### src/rtl/clkgen_resetgen_pkg.sv
// Shared types and constants for the clock/reset generator: FSM states, tick counter width
// and the legal parameter ranges.
package clkgen_pkg;

  typedef enum logic [1:0] {
    StHold    = 2'd0,
    StStartup = 2'd1,
    StRun     = 2'd2
  } state_e;

  localparam int unsigned TICKCNT_WIDTH     = 8;
  localparam int unsigned SYNC_STAGES_MIN   = 2;
  localparam int unsigned SYNC_STAGES_MAX   = 4;
  localparam int unsigned RELEASE_DELAY_MIN = 1;
  localparam int unsigned RELEASE_DELAY_MAX = 255;

  function automatic bit in_range(int unsigned val, int unsigned lo, int unsigned hi);
    return (val >= lo) && (val <= hi);
  endfunction

endpackage

### src/rtl/clkgen_resetgen_reset_synchronizer.sv
// Asynchronous-assert, synchronous-release reset synchroniser; Q rises on the SYNCSTAGES-th
// CLK posedge after RESET deasserts.
module reset_synchronizer
  import clkgen_pkg::*;
#(
  parameter int unsigned SYNCSTAGES = 2
) (
  input  logic CLK,
  input  logic RESET,
  output logic Q
);

  if (!in_range(SYNCSTAGES, SYNC_STAGES_MIN, SYNC_STAGES_MAX)) begin : gen_bad_stages
    $error("reset_synchronizer: SYNCSTAGES out of range");
  end

  logic [SYNCSTAGES-1:0] sync_q;

  always_ff @(posedge CLK or negedge RESET) begin
    if (!RESET) begin
      sync_q <= '0;
    end else begin
      sync_q <= {sync_q[SYNCSTAGES-2:0], 1'b1};
    end
  end

  assign Q = sync_q[SYNCSTAGES-1];

endmodule

### src/rtl/clkgen_resetgen.sv
// Programmable glitch-free clock divider with tick strobe and a sequenced downstream reset
// that releases only after RELEASE_DELAY divided-clock periods have run.
module clkgen_resetgen
  import clkgen_pkg::*;
#(
  parameter int unsigned DIVWIDTH      = 4,
  parameter int unsigned SYNCSTAGES    = 2,
  parameter int unsigned RELEASE_DELAY = 8
) (
  input  logic                CLK,
  input  logic                RESET,
  input  logic [DIVWIDTH-1:0] DIV,
  input  logic                EN,
  output logic                CLKOUT,
  output logic                TICK,
  output logic                RESET_OUT,
  output logic                READY
);

  if (!in_range(RELEASE_DELAY, RELEASE_DELAY_MIN, RELEASE_DELAY_MAX)) begin : gen_bad_delay
    $error("clkgen_resetgen: RELEASE_DELAY out of range");
  end

  localparam logic [TICKCNT_WIDTH-1:0] TickLast = TICKCNT_WIDTH'(RELEASE_DELAY - 1);

  state_e                   state_q, state_d;
  logic [DIVWIDTH-1:0]      cnt_q, cnt_d;
  logic [DIVWIDTH-1:0]      div_q, div_d;
  logic                     clkout_q, clkout_d;
  logic                     tick_q, tick_d;
  logic [TICKCNT_WIDTH-1:0] tick_cnt_q, tick_cnt_d;
  logic                     rst_out_q, rst_out_d;
  logic                     ready_q, ready_d;
  logic                     rst_sync;
  logic                     en_eff;

  reset_synchronizer #(
    .SYNCSTAGES(SYNCSTAGES)
  ) u_sync (
    .CLK  (CLK),
    .RESET(RESET),
    .Q    (rst_sync)
  );

  // The divider must free-run during startup so the release delay always elapses.
  assign en_eff = (state_q == StRun) ? EN : 1'b1;

  always_comb begin
    state_d    = state_q;
    cnt_d      = cnt_q;
    div_d      = div_q;
    clkout_d   = clkout_q;
    tick_d     = 1'b0;
    tick_cnt_d = tick_cnt_q;
    rst_out_d  = rst_out_q;
    ready_d    = ready_q;
    unique case (state_q)
      StHold: begin
        cnt_d    = '0;
        clkout_d = 1'b0;
        if (rst_sync) begin
          div_d      = DIV;
          tick_cnt_d = '0;
          state_d    = StStartup;
        end
      end
      StStartup, StRun: begin
        if (cnt_q != div_q) begin
          cnt_d = cnt_q + 1'b1;
        end else begin
          cnt_d = '0;
          // DIV is only taken at the end of a high phase so no phase is ever shortened.
          if (clkout_q) begin
            clkout_d = 1'b0;
            div_d    = DIV;
          end else if (en_eff) begin
            clkout_d = 1'b1;
            tick_d   = 1'b1;
          end
        end
        if ((state_q == StStartup) && tick_q) begin
          tick_cnt_d = tick_cnt_q + 1'b1;
          if (tick_cnt_q == TickLast) begin
            state_d   = StRun;
            rst_out_d = 1'b1;
            ready_d   = 1'b1;
          end
        end
      end
      default: state_d = StHold;
    endcase
  end

  always_ff @(posedge CLK or negedge RESET) begin
    if (!RESET) begin
      state_q    <= StHold;
      cnt_q      <= '0;
      div_q      <= '0;
      clkout_q   <= 1'b0;
      tick_q     <= 1'b0;
      tick_cnt_q <= '0;
      rst_out_q  <= 1'b0;
      ready_q    <= 1'b0;
    end else begin
      state_q    <= state_d;
      cnt_q      <= cnt_d;
      div_q      <= div_d;
      clkout_q   <= clkout_d;
      tick_q     <= tick_d;
      tick_cnt_q <= tick_cnt_d;
      rst_out_q  <= rst_out_d;
      ready_q    <= ready_d;
    end
  end

  assign CLKOUT    = clkout_q;
  assign TICK      = tick_q;
  assign RESET_OUT = rst_out_q;
  assign READY     = ready_q;

endmodule

### config.mk
export PLATFORM = sky130hd
export DESIGN_NAME = clkgen_resetgen
export DESIGN_NICKNAME = d
export VERILOG_FILES = /design/src/rtl/clkgen_resetgen_pkg.sv /design/src/rtl/clkgen_resetgen_reset_synchronizer.sv /design/src/rtl/clkgen_resetgen.sv
export SDC_FILE = /design/constraint.sdc
export NUM_CORES = 1
export LEC_CHECK = 0
export ABC_CLOCK_PERIOD_IN_PS = 2850
export BUFFER_PORTS_ARGS = -buffer_cell sky130_fd_sc_hd__buf_4
export CAP_MARGIN = 20
export CORE_ASPECT_RATIO = 1.2
export CORE_UTILIZATION = 44
export CTS_BUF_LIST = sky130_fd_sc_hd__clkbuf_8
export DETAILED_ROUTE_END_ITERATION = 16
export GPL_TIMING_DRIVEN = 0
export PLACE_DENSITY = 0.69
export SYNTH_ARGS = -nofsm -noshare
export SYNTH_HDL_FRONTEND = slang
export SYNTH_SLANG_ARGS = --single-unit
### constraint.sdc
create_clock -name CLK -period 2.85 [get_ports CLK]
set_clock_uncertainty 0.15 [all_clocks]
set_input_delay 0.57 -clock CLK [delete_from_list [all_inputs] [get_ports CLK]]
set_output_delay 0.57 -clock CLK [all_outputs]
set_load 0.02 [all_outputs]
==> run_results.csv <==
group,metric,value,unit
run_status,status,"complete, no violations",
drt,ant_nets,0,
global_routing,use_met1,0.244,
logic_synthesis,yosysTopAreaCell,"dfrtp_1",
drt,via_per_inst,5.87,
cts,clkSinkCount,23,
logic_synthesis,syn_avg_cell_area,9.53,um2
power,pwr_density_cell,1070,nW/um2
worst_setup_path,worstSetupEndpointType,"flop",
layout,area_growth,12.2,%
global_routing,grt_pass1_wl,4.90,mm
cts,cts_tree,"built",
logic_synthesis,synth_fp_nets,154,
worst_setup_path,worst_ep_arrival_time,2330,ps
layout,fin_area,1500,um2
timing,fin_crit,2300,ps
timing,slew_violations,0,
logic_synthesis,yosys_warnings,0,
layout,diodes,0,
logic_synthesis,synth_seq_cells,23,
worst_setup_path,cp_max_fo,10,
global_routing,gr-max-usage-layer,"met2",
global_routing,antenna_found_initial,0,
placed_design,routabilityCongestion,0.811,
placed_design,dp_hpwl,2.00,mm
layout,drive_above_1_share,0.136,
global_routing,overflow,0,
global_routing,grt_usage,0.197,
logic_synthesis,synth-edff-count,0,
timing,rsz0062_at_grt,"no",
die,row_count,21,
timing,period_share,0.807,
timing,setup_viol,0,
cts,cts_buffers,3,
die,initial_core_util,0.470,
power,p_leak,0.000652,uW
logic_synthesis,netlist_area,1330,um2
logic_synthesis,async_flop_share,1.00,
global_routing,met2_usage,0.332,
job,max_cap_violations,0,
die,die_w,52.3,um
cts,clock_latency,260,ps
timing,hold_violations,0,
drt,drc,0,
drt,drt-total-wl,2.80,mm
placed_design,portBuffers,10,
die,core,2840,um2
cts,cts_resized,0,
power,total_power,1600,uW
logic_synthesis,synth_top_area_frac,0.432,
logic_synthesis,synthDistinctLibCells,38,
cts,htreeDepth,1,
worst_setup_path,critPathKind,"flop to flop",
cts,cts_hold_buffers,0,
timing,whs,39.4,ps
cts,cts-root-buf,"clkbuf_8",
layout,nNetsFinal,169,
timing,maxClockFrequency,0.435,GHz
cts,clkTransAtPathRegs,80,ps
global_routing,grtUsageMet3,0.0319,
worst_setup_path,crit_path_start_kind,"flop",
logic_synthesis,synthesis.instances,140,
logic_synthesis,yosysSeqAreaShare,0.432,
die,ios,11,
global_routing,grt_pass1_vias,1136,
global_routing,grt_max_degree,24,
drt,first_pass_iters,4,
power,ir_drop,0.502,mV
layout,fin_util,0.527,
placed_design,dpl-instance-area,1450,um2
drt,detail_route.wl_per_cell,14.9,um
timing,fin_tns_setup,0,ps
worst_setup_path,cp.required,2880,ps
die,die_area,3260,um2
cts,post-cts-setup-buffers,0,
logic_synthesis,synthTopCellsByArea,"dfrtp_1, ha_1, nand2_1, o21ai_0, nor4b_1",
cts,clockBufferDepth,2,
drt,drtIter0Drc,24,
die,die_h,62.3,um
hold_path,min_path_type,"primary input to asynchronous set/reset pin",
drt,num_vias,1103,
logic_synthesis,synth_flop_cell,"dfrtp_1",
metrics by stage:
step / setup WS (ps) / cells
after floorplan: 820 / 140
after global placement: 641 / 184
after detailed placement: 565 / 184
after CTS: 541 / 188
after global routing: 313 / 188
final: 549 / 188
layout make-up:
type / instances / area (um2)
multi-input cells: 107 / 717
well taps: 34 / 42.5
clock inverters: 1 / 3.75
flip-flops and latches: 23 / 576
clock buffers: 3 / 41.3
repair buffers: 10 / 75.1
fillers: 268 / 1340
inverters: 3 / 11.3
plain buffers: 7 / 30.0
placed cells by master, fill, tap and decap left out, drive strengths merged, types with 3 or more instances in the layout:
master and n:
clkbuf 9, xnor2 4, a22o 3, nor2 3
dfrtp 23, o21ai 10, a21oi 3, and2 5
nor4b 5, nand3 5, ha 7, nand2 22
a221oi 4, nand2b 3, or2 5, nor3 4
o311ai 4, buf 11, inv 4
layer usage:
metal | routed length [um] | up-vias
met4 | 29 | 0
met3 | 86 | 4
met1 | 1270 | 542
met5 | 0 | -
met2 | 1420 | 18
li1 | - | 539
synthesized netlist by cell type, types with 4 or more instances:
library cell,instances
and2_1,5
or2_2,4
o21ai_0,10
ha_1,7
clkbuf_1,6
xnor2_1,4
nor4b_1,5
dfrtp_1,23
o311ai_0,4
nand3_1,5
nand2_1,22
a221oi_1,4
report_power, final:
group	internal, uW	total, uW	switching [uW]
Combinational	368	855	487
Sequential	427	542	115
Clock	96.0	198	102
Total	891	1600	704
state kept, by name (all words and copies together), names as in the netlist:
register	count
CLKOUT	1
tick_cnt_q	8
TICK	1
READY	1
cnt_q	4
div_q	4
state_q	2
u_sync.sync_q	2
worst max-delay path, cell delays in order, from the launching register on:
cell and delay (ps):
dfrtp_1 440, inv_1 90, ha_1 400, clkbuf_1 370, clkbuf_1 420, nand2_1 150
o21ai_0 190
logic make-up after synthesis:
kind of cell    after synthesis  synth area share
flops                        23             0.432
fa+ha+maj                     7            0.0657
simple gates                 62             0.257
compound gates               31             0.170
xor+xnor                      4            0.0263
other cells                   1           0.00281
mux                           2            0.0159
buf+inv                      10            0.0310
worst paths after layout:
| path | start | slack, ps | end | cells past startpoint |
|---|---|---|---|---|
| max | state_q[1] | 550 | cnt_q[3] | 6 |
| min | RESET | 40 | div_q[3] | 1 |
| max reg2reg | state_q[1] | 550 | cnt_q[3] | 6 |
| min reg2reg | u_sync.sync_q[0] | 200 | u_sync.sync_q[1] | 0 |
| max in group asynchronous | RESET | 2270 | tick_cnt_q[5] | 1 |
| min in group CLK | u_sync.sync_q[0] | 200 | u_sync.sync_q[1] | 0 |
(Power assumes the default switching activity.)
